## src/rtl/sync_fifo_pkg.sv

```systemverilog
// rtl/sync_fifo_pkg.sv - shared constants, count-width helper and status bundle for sync_fifo_buffer
package sync_fifo_pkg;

  localparam int DEF_DATA_W = 16;
  localparam int DEF_DEPTH  = 8;

  typedef struct packed {
    logic empty;
    logic full;
    logic almost_empty;
    logic almost_full;
  } fifo_status_t;

  // Occupancy needs one extra bit so that DEPTH itself is representable.
  function automatic int cnt_width(input int depth);
    return $clog2(depth) + 1;
  endfunction

endpackage

```

## src/rtl/sync_fifo_buffer_if.sv

```systemverilog
// rtl/sync_fifo_buffer_if.sv - producer/consumer handshake and status bundle for sync_fifo_buffer
interface sync_fifo_buffer_if
  import sync_fifo_pkg::*;
#(
  parameter int DATA_W = DEF_DATA_W,
  parameter int DEPTH  = DEF_DEPTH
);

  localparam int CNT_W = cnt_width(DEPTH);

  logic              data_1_en;
  logic [DATA_W-1:0] data_1;
  logic              data_2_rd;
  logic              flag_clr;
  logic [DATA_W-1:0] data_2;
  logic              data_2_valid;
  logic              buffer_empty;
  logic              buffer_full;
  logic              buffer_almost_full;
  logic              buffer_almost_empty;
  logic [CNT_W-1:0]  buffer_count;
  logic              overflow;
  logic              underflow;

  modport slave (
    input  data_1_en, data_1, data_2_rd, flag_clr,
    output data_2, data_2_valid, buffer_empty, buffer_full,
           buffer_almost_full, buffer_almost_empty, buffer_count,
           overflow, underflow
  );

  modport master (
    output data_1_en, data_1, data_2_rd, flag_clr,
    input  data_2, data_2_valid, buffer_empty, buffer_full,
           buffer_almost_full, buffer_almost_empty, buffer_count,
           overflow, underflow
  );

endinterface

```

## src/rtl/sync_fifo_buffer_fifo_ram.sv

```systemverilog
// rtl/sync_fifo_buffer_fifo_ram.sv - DEPTH x DATA_W storage, one sync write port, one read port
// Read port is combinational when SYNC_FIFO_FWFT_EN is defined, registered otherwise.
module fifo_ram #(
  parameter int DATA_W = 16,
  parameter int DEPTH  = 8,
  localparam int ADDR_W = $clog2(DEPTH)
) (
  input  logic              i_clk,
  input  logic              i_rst,
  input  logic              i_we,
  input  logic [ADDR_W-1:0] i_waddr,
  input  logic [DATA_W-1:0] i_wdata,
  input  logic              i_re,
  input  logic [ADDR_W-1:0] i_raddr,
  output logic [DATA_W-1:0] o_rdata
);

  logic [DATA_W-1:0] r_mem [DEPTH];

  always_ff @(posedge i_clk) begin
    if (i_we) begin
      r_mem[i_waddr] <= i_wdata;
    end
  end

`ifdef SYNC_FIFO_FWFT_EN
  logic w_unused;
  assign w_unused = &{1'b0, i_re, i_rst};
  assign o_rdata  = r_mem[i_raddr];
`else
  logic [DATA_W-1:0] r_rdata;

  // Output register holds the last popped word between reads.
  always_ff @(posedge i_clk or posedge i_rst) begin
    if (i_rst) begin
      r_rdata <= '0;
    end else if (i_re) begin
      r_rdata <= r_mem[i_raddr];
    end
  end

  assign o_rdata = r_rdata;
`endif

endmodule

```

## src/rtl/sync_fifo_buffer.sv

```systemverilog
// rtl/sync_fifo_buffer.sv - single-clock FIFO with occupancy count, threshold flags and sticky errors
// Define SYNC_FIFO_FWFT_EN for first-word fall-through reads; default is 1-cycle registered read.
module sync_fifo_buffer
  import sync_fifo_pkg::*;
#(
  parameter int DATA_W   = DEF_DATA_W,
  parameter int DEPTH    = DEF_DEPTH,
  parameter int AF_LEVEL = 6,
  parameter int AE_LEVEL = 2
) (
  input  logic              clk_1,
  input  logic              rst,
  sync_fifo_buffer_if.slave bus
);

  localparam int ADDR_W = $clog2(DEPTH);
  localparam int CNT_W  = cnt_width(DEPTH);

  logic [ADDR_W-1:0] r_wr_ptr;
  logic [ADDR_W-1:0] r_rd_ptr;
  logic [CNT_W-1:0]  r_count;
  logic              r_overflow;
  logic              r_underflow;
  logic              w_wr_acc;
  logic              w_rd_acc;
  logic [DATA_W-1:0] w_rdata;
  fifo_status_t      w_status;

  // All status decodes from the registered count only, so flags never glitch.
  assign w_status.empty        = (r_count == '0);
  assign w_status.full         = (r_count == CNT_W'(DEPTH));
  assign w_status.almost_full  = (r_count >= CNT_W'(AF_LEVEL));
  assign w_status.almost_empty = (r_count <= CNT_W'(AE_LEVEL));

  assign w_wr_acc = bus.data_1_en && !w_status.full;
  assign w_rd_acc = bus.data_2_rd && !w_status.empty;

  always_ff @(posedge clk_1 or posedge rst) begin
    if (rst) begin
      r_wr_ptr <= '0;
      r_rd_ptr <= '0;
      r_count  <= '0;
    end else begin
      if (w_wr_acc) begin
        r_wr_ptr <= r_wr_ptr + ADDR_W'(1);
      end
      if (w_rd_acc) begin
        r_rd_ptr <= r_rd_ptr + ADDR_W'(1);
      end
      case ({w_wr_acc, w_rd_acc})
        2'b10:   r_count <= r_count + CNT_W'(1);
        2'b01:   r_count <= r_count - CNT_W'(1);
        default: r_count <= r_count;
      endcase
    end
  end

  // A new error in the same cycle as flag_clr keeps the flag set.
  always_ff @(posedge clk_1 or posedge rst) begin
    if (rst) begin
      r_overflow  <= 1'b0;
      r_underflow <= 1'b0;
    end else begin
      if (bus.data_1_en && w_status.full) begin
        r_overflow <= 1'b1;
      end else if (bus.flag_clr) begin
        r_overflow <= 1'b0;
      end
      if (bus.data_2_rd && w_status.empty) begin
        r_underflow <= 1'b1;
      end else if (bus.flag_clr) begin
        r_underflow <= 1'b0;
      end
    end
  end

  fifo_ram #(
    .DATA_W (DATA_W),
    .DEPTH  (DEPTH)
  ) u_ram (
    .i_clk   (clk_1),
    .i_rst   (rst),
    .i_we    (w_wr_acc),
    .i_waddr (r_wr_ptr),
    .i_wdata (bus.data_1),
    .i_re    (w_rd_acc),
    .i_raddr (r_rd_ptr),
    .o_rdata (w_rdata)
  );

`ifdef SYNC_FIFO_FWFT_EN
  assign bus.data_2_valid = !w_status.empty;
`else
  logic r_data_2_valid;

  always_ff @(posedge clk_1 or posedge rst) begin
    if (rst) begin
      r_data_2_valid <= 1'b0;
    end else begin
      r_data_2_valid <= w_rd_acc;
    end
  end

  assign bus.data_2_valid = r_data_2_valid;
`endif

  assign bus.data_2              = w_rdata;
  assign bus.buffer_empty        = w_status.empty;
  assign bus.buffer_full         = w_status.full;
  assign bus.buffer_almost_full  = w_status.almost_full;
  assign bus.buffer_almost_empty = w_status.almost_empty;
  assign bus.buffer_count        = r_count;
  assign bus.overflow            = r_overflow;
  assign bus.underflow           = r_underflow;

endmodule

```

## src/flat_wrapper.sv

```systemverilog
// flat-port wrapper written by rule: the top's interface ports become plain ports
module sync_fifo_buffer_flat import sync_fifo_pkg::*;
#(
  parameter int DATA_W   = DEF_DATA_W,
  parameter int DEPTH    = DEF_DEPTH,
  parameter int AF_LEVEL = 6,
  parameter int AE_LEVEL = 2
)
  (clk_1, rst, bus_data_1_en, bus_data_1, bus_data_2_rd, bus_flag_clr, bus_data_2, bus_data_2_valid, bus_buffer_empty, bus_buffer_full, bus_buffer_almost_full, bus_buffer_almost_empty, bus_buffer_count, bus_overflow, bus_underflow);
  sync_fifo_buffer_if #(.DATA_W(DATA_W), .DEPTH(DEPTH)) bus_i ();
  input  logic clk_1;
  input  logic rst;
  input wire logic [$bits(bus_i.data_1_en)-1:0] bus_data_1_en;
  input wire logic [$bits(bus_i.data_1)-1:0] bus_data_1;
  input wire logic [$bits(bus_i.data_2_rd)-1:0] bus_data_2_rd;
  input wire logic [$bits(bus_i.flag_clr)-1:0] bus_flag_clr;
  output wire logic [$bits(bus_i.data_2)-1:0] bus_data_2;
  output wire logic [$bits(bus_i.data_2_valid)-1:0] bus_data_2_valid;
  output wire logic [$bits(bus_i.buffer_empty)-1:0] bus_buffer_empty;
  output wire logic [$bits(bus_i.buffer_full)-1:0] bus_buffer_full;
  output wire logic [$bits(bus_i.buffer_almost_full)-1:0] bus_buffer_almost_full;
  output wire logic [$bits(bus_i.buffer_almost_empty)-1:0] bus_buffer_almost_empty;
  output wire logic [$bits(bus_i.buffer_count)-1:0] bus_buffer_count;
  output wire logic [$bits(bus_i.overflow)-1:0] bus_overflow;
  output wire logic [$bits(bus_i.underflow)-1:0] bus_underflow;
  assign bus_i.data_1_en = bus_data_1_en;
  assign bus_i.data_1 = bus_data_1;
  assign bus_i.data_2_rd = bus_data_2_rd;
  assign bus_i.flag_clr = bus_flag_clr;
  assign bus_data_2 = bus_i.data_2;
  assign bus_data_2_valid = bus_i.data_2_valid;
  assign bus_buffer_empty = bus_i.buffer_empty;
  assign bus_buffer_full = bus_i.buffer_full;
  assign bus_buffer_almost_full = bus_i.buffer_almost_full;
  assign bus_buffer_almost_empty = bus_i.buffer_almost_empty;
  assign bus_buffer_count = bus_i.buffer_count;
  assign bus_overflow = bus_i.overflow;
  assign bus_underflow = bus_i.underflow;
  sync_fifo_buffer #(.DATA_W(DATA_W), .DEPTH(DEPTH), .AF_LEVEL(AF_LEVEL), .AE_LEVEL(AE_LEVEL)) u_core (.clk_1(clk_1), .rst(rst), .bus(bus_i));
endmodule
```

## config.mk

```make
export PLATFORM = sky130hd
export DESIGN_NAME = sync_fifo_buffer_flat
export DESIGN_NICKNAME = d
export VERILOG_FILES = /design/src/rtl/sync_fifo_pkg.sv /design/src/rtl/sync_fifo_buffer_if.sv /design/src/rtl/sync_fifo_buffer_fifo_ram.sv /design/src/rtl/sync_fifo_buffer.sv /design/src/flat_wrapper.sv
export SDC_FILE = /design/constraint.sdc
export NUM_CORES = 1
export LEC_CHECK = 0
export BUFFER_PORTS_ARGS = -buffer_cell sky130_fd_sc_hd__buf_2
export CELL_PAD_IN_SITES_DETAIL_PLACEMENT = 0
export CELL_PAD_IN_SITES_GLOBAL_PLACEMENT = 2
export CORE_MARGIN = 1.5
export CORE_UTILIZATION = 45
export CTS_BUF_LIST = sky130_fd_sc_hd__clkbuf_8
export DETAILED_ROUTE_END_ITERATION = 16
export PLACE_DENSITY_LB_ADDON = 0.12
export SLEW_MARGIN = 20
export SYNTH_ARGS = -nofsm -noshare
export SYNTH_HDL_FRONTEND = slang
export SYNTH_SLANG_ARGS = --single-unit
```

## constraint.sdc

```tcl
create_clock -name clk_1 -period 6.85 [get_ports clk_1]
set_clock_uncertainty 0.2 [all_clocks]
set_input_delay 1.0275 -clock clk_1 [delete_from_list [all_inputs] [get_ports clk_1]]
set_output_delay 1.0275 -clock clk_1 [all_outputs]
set_load 0.05 [all_outputs]
```

==> results of run 1 <==
-- worst max path at each step --
stage	startpoint	end	depth (start not counted)
after detailed placement	bus_data_2_rd	u_core.bus.buffer_count[2]$_DFFE_PP0P_	11
after global routing	u_core.bus.buffer_count[1]$_DFFE_PP0P_	bus_buffer_full	2
final	u_core.bus.buffer_count[0]$_DFFE_PP0P_	bus_buffer_full	2
after floorplan	u_core.bus.buffer_count[1]$_DFFE_PP0P_	u_core.bus.buffer_count[2]$_DFFE_PP0P_	11
after global placement	bus_data_2_rd	u_core.bus.buffer_count[2]$_DFFE_PP0P_	11
after CTS	u_core.bus.buffer_count[0]$_DFFE_PP0P_	bus_buffer_full	2
-- cell usage after synthesis, types with 4 or more instances --
cell type  number
a221o_1        16
buf_2           6
clkbuf_1        4
dfrtp_1        29
edfxtp_1      128
ha_1            5
mux2_1         13
mux2_2         20
mux2i_1        32
nand2_1        32
nand2b_1        6
nor2_1          9
o21ai_1        17
o22ai_1        16
xnor2_1         5
-- layout by cell type, fill, tap and decap left out, drive strengths merged, types with 2 or more instances in the layout --
cell type  netlist  final
clkinv           0      7
xnor2            5      5
a221o           16     16
o22ai           16     16
edfxtp         128    128
dfrtp           29     29
nor2b            2      2
bufinv           0      3
xor2             3      3
nor3             2      2
ha               5      5
o21ai           20     20
inv              5      7
mux2            33     33
clkbuf           4     17
mux2i           32     32
nand2b           6      6
nand2           32     32
clkinvlp         0      3
nor2             9      9
buf             15     57
-- report_power, final --
part | total, mW | internal [mW] | switching, mW | leakage (nW)
clock | 0.695 | 0.358 | 0.337 | 0.198
sequential | 1.33 | 1.23 | 0.103 | 1.51
combinational | 1.16 | 0.387 | 0.775 | 0.870
-- registers in the layout, indices dropped and copies added, names as in the netlist --
signal                   cells
u_core.bus.overflow          1
u_core.bus.underflow         1
u_core.bus.buffer_count      4
u_core.u_ram.o_rdata        16
u_core.r_rd_ptr              3
u_core.bus.data_2_valid      1
u_core.u_ram.r_mem         128
u_core.r_wr_ptr              3
-- cell families after synthesis --
kind of cell	after synthesis
AOI/OAI and AO/OA	55
and+or+nand+nor	55
buffers and inverters	24
adders and majority gates	5
xor gates and xnor gates	8
DFF	157
muxes	65
-- critical path, cell delays in order (launching register included) --
cell and delay, ns:
dfrtp_1 0.50, nor4b_2 0.48, buf_2 0.35
-- layout make-up --
type / count / area share (%)
tap: 176 / 3.14
clock inverter: 15 / 2.46
inverter: 5 / 0.267
timing repair buffer: 57 / 4.42
sequential: 157 / 65.1
clock buffer: 17 / 3.33
multi-input combinational: 188 / 21.2
-- routing by layer --
layer / vias to the layer above / routed length (um)
met5: - / 0
met4: 0 / 242
met3: 19 / 505
met2: 74 / 5410
met1: 1613 / 5850
li1: 1528 / -
==> out/summary.txt, run 1 <==
YS warnings: 0
ANT nets after route: 0
Start of the worst register-to-register path: u_core.bus.buffer_count[1]$_DFFE_PP0P_
Register area: 4570 um2
CP Class: reg -> out
DR DRC count: 0
Pwr dens: 455 nW/um2
Final wirelength: 12.0 mm
First-pass GRT wire length: 18.4 mm
Simple-gate area share of the yosys netlist: 4.32%
Final #Nets: 452
Leak pwr: 2.58 nW
Min-Delay Startpoint: u_core.u_ram.o_rdata[14]$_DFFE_PP0P_
DR vias/cell: 5.26
Global-route usage over all layers: 18.0%
Startpoint types: register
Critical Path AT: 1.78 ns
Vias in the first global route: 3202
First DRT Iteration DRCs: 163
Place WS: 3.75 ns
XOR/XNOR Fraction of Synth Area: 1.13%
Fill cell count: 1115
Pre-Repair DR Iteration Count: 4
GR Util met3: 5.57%
ANT cells: 0
CTS sink count: 157
Worst-margin pin slew: 1.03 ns
Post-Syn Area: 6220 um2
Final setup viols: 0
Hold Crit Endpoint: u_core.u_ram.o_rdata[14]$_DFFE_PP0P_
Die Wd: 121 um
CP endpoint kind: output pin
Largest family of logic cells by synthesized area: multiplexers
Placed cells: 583
R2R setup slack: 3.96 ns
Clock Latency Late Sink: 0.46 ns
Sequential-to-total area share from yosys stat: 73.4%
I/O pin count: 48
Pin count of the biggest net entering global routing: 67
Total Power: 3.19 mW
Wire length per cell: 19.5 um
Post-synthesis cell type count: 32
Syn Area/Cell: 16.9 um2
Initial Utilization: 46.6%
Met1 Usage GRT: 24.2%
Mapped Nets: 395
VDD IR max: 0.177 mV
Post-synthesis compound-gate area fraction: 6.13%
Top cells by area, synth: edfxtp_1, dfrtp_1, mux2i_1
CTS tree: done
Req. time, crit path: 5.62 ns
Period utilization: 43.9%
Setup ws final: 3.84 ns
Num rows: 42
Post-route insts no fill: 615
Clk slew on worst S/H paths: 0.08 ns
RSZ-0062 raised after global routing: false
Hold Path Depth: 2
WHS: 0.280 ns
Worst Hold Class: reg -> reg
Yosys top cell by area: edfxtp_1
Ys flop type: edfxtp_1
Top-area cell type share of the netlist area: 61.7%
Total CTS buffers: 17
Cells resized by post-CTS repair: 0
Max Freq: 0.333 GHz
Synth Area in Adders: 1.01%
Layout area overhead: 12.7%
Final min period: 3.01 ns
Die height: 121 um
CTS Hold Buffers Added: 0
CP max FO: 8
#FFs+latches synth: 157
Clock buffer depth: 2
Rel. slew slack: 31.3%
Max-cap violations: 0
Die area: 14500 um2
Placed cell area: 6610 um2
Finished Core Util: 52.6%
Via count: 3234
CTS H-tree lvls: 4
Mux cell area share after synthesis: 11.1%
Initial antenna violation count: 0
Endpoints failing hold: 0
Critical R2R Capture: u_core.bus.buffer_count[2]$_DFFE_PP0P_
Synth async-reset ratio: 18.5%
GP Congestion: 0.709
Final Instance Area: 7020 um2
Multi-input gate area: 1490 um2
Final TNS setup: 0 ns
Synth Instances: 369
Root Buffer: clkbuf_8
Status: finished, final reports clean
Core footprint: 13300 um2
Grt met2 use: 27.3%
Share of layout cells above drive strength 1: 26.7%
GRT busiest layer: met2
Port-buffer cells: 47
Final Slew Violations: 0
Post-DP HPWL: 7.12 mm
Post-CTS Setup Repair Bufs: 0
Remaining global-route overflow: 0
R2R cell count: 11
Post-synth EDFFs: 128
(Power assumes the default switching activity.)
==> inputs of run 2 (changes only) <==
Clock period 6.85 ns to 3.1 ns, I/O delays scaled along.
==> out/summary.txt, run 2 (same netlist as run 1, synthesis figures left out) <==
WHS: 0.0545 ns (-0.225 ns)
First-pass GRT wire length: 18.1 mm (-1.9%)
Post-CTS Setup Repair Bufs: 0 (unchanged)
Top reg by flops: u_core.u_ram.r_mem
Worst-margin pin slew: 0.855 ns (-0.176 ns)
Pin count of the biggest net entering global routing: 35 (-48%)
Die area: 14500 um2 (unchanged)
Num rows: 42 (unchanged)
RSZ-0062 raised after global routing: false
CP max FO: 10 (+2)
Worst setup startpoint: u_core.bus.buffer_count[1]$_DFFE_PP0P_
Wire length per cell: 18.8 um (-3.9%)
I/O pin count: 48 (unchanged)
Critical Path AT: 2.66 ns (+0.88 ns)
Register area: 4570 um2 (unchanged)
Internal: 4.25 mW (+110%)
Pre-Repair DR Iteration Count: 4 (unchanged)
Max-cap violations: 0 (unchanged)
DR DRC count: 0 (unchanged)
CTS sink count: 157 (unchanged)
Clock buffer depth: 2 (unchanged)
Final min period: 2.55 ns
Global-route usage over all layers: 17.4% (-0.56 points)
CP endpoint kind: register
Most frequent CP cell: xor2_1
Final #Nets: 461 (+2.0%)
Worst Hold Class: in -> reg
Max reg flops: 128 (unchanged)
Die height: 121 um (unchanged)
Req. time, crit path: 3.22 ns (-2.40 ns)
Multi-input gate area: 1490 um2 (+0.25%)
Core footprint: 13300 um2 (unchanged)
Min-Delay Startpoint: bus_data_2_rd
Pwr dens: 977 nW/um2 (+110%)
Remaining global-route overflow: 0 (unchanged)
Clock Latency Late Sink: 0.44 ns (-0.02 ns)
CTS H-tree lvls: 4 (unchanged)
Total CTS buffers: 17 (unchanged)
Port-buffer cells: 47 (unchanged)
Most common cell after layout, fill and taps aside: edfxtp_1
Final Slew Violations: 0 (unchanged)
Status: finished, final reports clean
Clk slew on worst S/H paths: 0.08 ns (about the same)
Seq pwr share: 43.9% (+2.1 points)
First DRT Iteration DRCs: 190 (+17%)
Max Freq: 0.393 GHz
Rel. slew slack: 42.9% (+12 points)
VDD IR max: 0.312 mV (+77%)
Die Wd: 121 um (unchanged)
Switching power: 2.64 mW (+120%)
Delay-heaviest family, CP: simple AND/OR/NAND/NOR gates
CP max stage cell: dfrtp_1
Fill cell count: 1132 (+1.5%)
Endpoints failing hold: 0 (unchanged)
Start of the worst register-to-register path: u_core.bus.buffer_count[1]$_DFFE_PP0P_
Final TNS setup: 0 ns (unchanged)
Share of layout cells above drive strength 1: 26.6% (-0.089 points)
WP buf/inv: 1 (unchanged)
Leak pwr: 2.61 nW (+1.3%)
ANT nets after route: 0 (unchanged)
R2R cell count: 10 (-1)
CP cell instances: nor4_4 > nand2b_1 > inv_2 > ha_1 > xor2_1 > ha_1 > a21oi_1 > xor2_1 > nor2_1 > xor2_1
CP Class: reg -> reg
CTS tree: done
Crit path depth: 10 (+8)
Final setup viols: 0 (unchanged)
Initial antenna violation count: 0 (unchanged)
CP peak stage delay: 0.54 ns (+0.04 ns)
Root Buffer: clkbuf_8
Critical Path End: u_core.bus.buffer_count[2]$_DFFE_PP0P_
Cells resized by post-CTS repair: 0 (unchanged)
Critical R2R Capture: u_core.bus.buffer_count[2]$_DFFE_PP0P_
Initial Utilization: 46.6% (unchanged)
Most frequent cells in the layout: edfxtp_1, buf_2, mux2i_1, nand2_1, dfrtp_1
Gate power share: 37.1% (+0.7 points)
GP Congestion: 0.736 (+3.7%)
CTS Hold Buffers Added: 2 (+2)
Final wirelength: 11.7 mm (-2.5%)
Vias in the first global route: 3137 (-2.0%)
Period utilization: 82.1%
Layout area overhead: 13.2%
Startpoint types: register
Post-DP HPWL: 7.07 mm (-0.67%)
Clk pwr share: 19.1% (-2.7 points)
Sw frac: 38.3% (+0.23 points)
DR vias/cell: 5.16 (-1.8%)
R2R setup slack: 0.55 ns (-3.41 ns)
Via count: 3221 (-0.40%)
ANT cells: 0 (unchanged)
run 2: cell types whose count changed in the layout (fill, tap and decap cells not counted), moves of 2 or more:
cell           previous run  this run
clkinv_4                  4         2
inv_1                     3         7
dlygate4sd3_1             0         2
clkinv_2                  1         3
buf_4                    10        16
bufinv_16                 3         1
run 2: worst register-to-register path, stage by stage (launching register included):
cell	delay, ns
dfrtp_1	0.54
nor4_4	0.35
nand2b_1	0.18
inv_2	0.07
ha_1	0.24
xor2_1	0.16
ha_1	0.19
a21oi_1	0.14
xor2_1	0.15
nor2_1	0.06
xor2_1	0.14
run 2: cell type report:
cell class              count  area share, %
flip-flops and latches    157           64.9
multi-input cells         188           21.2
repair buffers             66           5.61
clock buffers              17           3.32
well taps                 176           3.13
clock inverters            15           1.58
inverters                   5          0.266
run 2: worst min path at each step:
stage	endpoint	cells after the start
2_1_floorplan	u_core.r_wr_ptr[0]$_DFFE_PP0P_	2
3_3_place_gp	u_core.u_ram.o_rdata[10]$_DFFE_PP0P_	2
3_5_place_dp	u_core.u_ram.o_rdata[3]$_DFFE_PP0P_	2
4_1_cts	u_core.bus.underflow$_DFFE_PP0P_	3
5_1_grt	u_core.u_ram.r_mem[1][13]$_DFFE_PP_	1
6_report	u_core.bus.underflow$_DFFE_PP0P_	3
run 2: power by group through the flow:
stage                     logic [mW]  clock network, mW  registers (mW)
after floorplan                 1.56                  0            3.44
after global placement          2.57                  0            3.05
after detailed placement        2.57                  0            3.07
after CTS                       2.58               1.36            3.02
after global routing            2.75               1.44            3.07
final                           2.55               1.31            3.02
run 2: metal layers:
metal	track usage, %	routed length (um)	vias to the layer above
met5	0	0	-
met2	26.8	5430	77
met1	24.0	5560	1589
met3	4.43	576	11
met4	6.62	140	0
li1	-	-	1544
run 2: stage by stage:
step           cell area (um2)  util (%)  power (mW)  cells  setup WS (ns)
6_report                  7040      52.8        6.88    624          0.554
5_1_grt                   7040      52.8        7.27    624          0.360
4_1_cts                   7040      52.8        6.97    624          0.569
3_5_place_dp              6680      50.0        5.64    590          0.583
3_3_place_gp              6680      50.0        5.61    590          0.606
2_1_floorplan             6240         -        5.00    369         -0.132
==> inputs of run 3 (changes only) <==
Clock period 3.1 ns to 2.4 ns, I/O delays scaled along.
==> out/summary.txt, run 3 (same netlist as run 1, synthesis figures left out) <==
Status: finished, final reports clean
Top reg by flops: u_core.u_ram.r_mem
Endpoints failing hold: 0 (unchanged)
ANT cells: 0 (unchanged)
Max reg flops: 128 (unchanged)
Critical Path AT: 2.45 ns (-0.21 ns)
Final min period: 2.32 ns (-0.223 ns)
CTS H-tree lvls: 4 (unchanged)
Initial Utilization: 46.6% (unchanged)
ANT nets after route: 0 (unchanged)
Sw frac: 35.8% (-2.5 points)
CP max stage cell: dfrtp_2
Port-buffer cells: 47 (unchanged)
Die Wd: 121 um (unchanged)
Placed cells: 592 (+0.34%)
Clock Latency Late Sink: 0.44 ns (about the same)
Clk pwr share: 23.0% (+3.9 points)
Placed cell area: 6890 um2 (+3.1%)
Req. time, crit path: 2.52 ns (-0.70 ns)
Worst-margin pin slew: 0.580 ns (-0.275 ns)
Remaining global-route overflow: 0 (unchanged)
Final Slew Violations: 0 (unchanged)
Most frequent cells in the layout: edfxtp_1, buf_2, mux2i_1
Period utilization: 96.8% (+15 points)
Leak pwr: 2.82 nW (+8.0%)
Final wirelength: 12.1 mm (+3.7%)
DR DRC count: 0 (unchanged)
GP Congestion: 0.692 (-5.9%)
Post-DP HPWL: 6.80 mm (-3.8%)
R2R setup slack: 0.08 ns (-0.48 ns)
Routed wire length on met3: 376 um (-35%)
Finished Core Util: 56.9% (+4.2 points)
Seq pwr share: 39.4% (-4.5 points)
Internal: 6.21 mW (+46%)
First DRT Iteration DRCs: 165 (-13%)
CTS sink count: 157 (unchanged)
Rel. slew slack: 61.2% (+18 points)
VDD IR max: 0.556 mV (+78%)
Final #Nets: 486 (+5.4%)
CTS tree: done
Wire length per cell: 18.7 um (-0.25%)
Met1 WL: 5.76 mm (+3.5%)
Post-route insts no fill: 649 (+4.0%)
CP endpoint kind: register
Pre-Repair DR Iteration Count: 4 (unchanged)
Total CTS buffers: 17 (unchanged)
Final setup viols: 0 (unchanged)
DR vias/cell: 5.13 (-0.60%)
Total Power: 9.67 mW (+40%)
Switching power: 3.46 mW (+31%)
Final Instance Area: 7600 um2 (+7.9%)
Die area: 14500 um2 (unchanged)
Core footprint: 13300 um2 (unchanged)
Global-route usage over all layers: 17.9% (+0.47 points)
Root Buffer: clkbuf_8
Most frequent CP cell: xor2_1
Clock buffer depth: 2 (unchanged)
Startpoint types: register
Pwr dens: 1270 nW/um2 (+30%)
Layout area overhead: 22.1%
Top sig layer: met4
CP cell instances: nor4_4 > nand2b_4 > inv_2 > ha_4 > xor2_1 > ha_2 > a21oi_2 > xor2_1 > nor2_1 > xor2_1
Met2 wire len: 5.93 mm (+9.2%)
Worst Hold Class: in -> reg
Num rows: 42 (unchanged)
Via count: 3330 (+3.4%)
Vias in the first global route: 3426 (+9.2%)
WHS: 0.0316 ns (-0.0229 ns)
I/O pin count: 48 (unchanged)
First-pass GRT wire length: 18.8 mm (+4.0%)
Clk slew on worst S/H paths: 0.08 ns (about the same)
Initial antenna violation count: 0 (unchanged)
Gate power share: 37.6% (+0.5 points)
Pin count of the biggest net entering global routing: 67 (+91%)
Most common cell after layout, fill and taps aside: edfxtp_1
CP peak stage delay: 0.45 ns (-0.09 ns)
Max-cap violations: 0 (unchanged)
CP Class: reg -> reg
Die height: 121 um (unchanged)
Max Freq: 0.430 GHz (+9.6%)
Share of layout cells above drive strength 1: 30.7% (+4.1 points)
CP max FO: 5 (-5)
run 3: changes by cell type in the layout (fill, tap and decap cells not counted), moves of 3 or more:
cell,previous run,this run
dlygate4sd3_1,2,20
buf_12,1,10
nor2_1,9,3
bufinv_16,1,5
dfrtp_1,28,24
dfrtp_2,1,5
clkbuf_8,17,20
nor2_2,0,3
nor2_4,0,3
run 3: metrics by stage:
stage          setup slack (ns)  TNS (ns)
2_1_floorplan            -0.612     -2.82
3_3_place_gp             0.0980         0
3_5_place_dp             0.0848         0
4_1_cts                  0.0635         0
5_1_grt                 -0.0290   -0.0290
6_report                 0.0770         0
run 3: layout make-up:
cell class / count / area (um2)
fillers: 1077 / 5750
flip-flops and latches: 157 / 4580
multi-input cells: 188 / 1580
repair buffers: 91 / 741
clock buffers: 20 / 275
well taps: 176 / 220
clock inverters: 12 / 191
inverters: 5 / 18.8
run 3: path summary, 6_finish.rpt:
check                                                            start                                endpoint  depth (start not counted)
min in group asynchronous                                          rst    u_core.u_ram.o_rdata[13]$_DFFE_PP0P_                          4
worst max-delay path            u_core.bus.buffer_count[3]$_DFFE_PP0P_  u_core.bus.buffer_count[2]$_DFFE_PP0P_                         10
worst min register to register    u_core.u_ram.o_rdata[11]$_DFFE_PP0P_    u_core.u_ram.o_rdata[11]$_DFFE_PP0P_                          2
worst min-delay path                                     bus_data_2_rd       u_core.bus.data_2_valid$_DFF_PP0_                          3
max in group asynchronous                                          rst  u_core.bus.buffer_count[3]$_DFFE_PP0P_                          4
worst max register to register  u_core.bus.buffer_count[3]$_DFFE_PP0P_  u_core.bus.buffer_count[2]$_DFFE_PP0P_                         10
run 3: power by group through the flow:
stage / Combinational [mW] / Clock, mW / Sequential (mW)
after CTS: 3.63 / 2.28 / 3.82
after global placement: 3.59 / 0 / 3.85
after global routing: 3.91 / 2.40 / 3.87
after detailed placement: 3.59 / 0 / 3.88
after floorplan: 2.10 / 0 / 4.47
final: 3.64 / 2.22 / 3.81
run 3: repair_timing:
| action | CTS | global route |
|---|---|---|
| buffers inserted | 0 | 5 |
| hold buffers | 20 | 0 |
| gates resized for setup | 0 | 2 |
| setup endpoints to repair | 0 | 1 |
| hold endpoints to repair | 159 | 0 |
run 3: worst max-delay path: cells and delay by family (launching register included):
family	cells	cell delay, ns
AO/OA/AOI/OAI	1	0.13
flip-flops	1	0.45
AND/OR/NAND/NOR	3	0.58
adder cells (fa/ha/maj)	2	0.36
buffers and inverters	1	0.07
XOR/XNOR	3	0.43
run 3: routing by layer:
metal  GRT usage, %  vias to the layer above
met5              0                        -
met4           6.40                        0
met2           28.5                       66
met3           4.67                        5
met1           23.9                     1659
li1               -                     1600
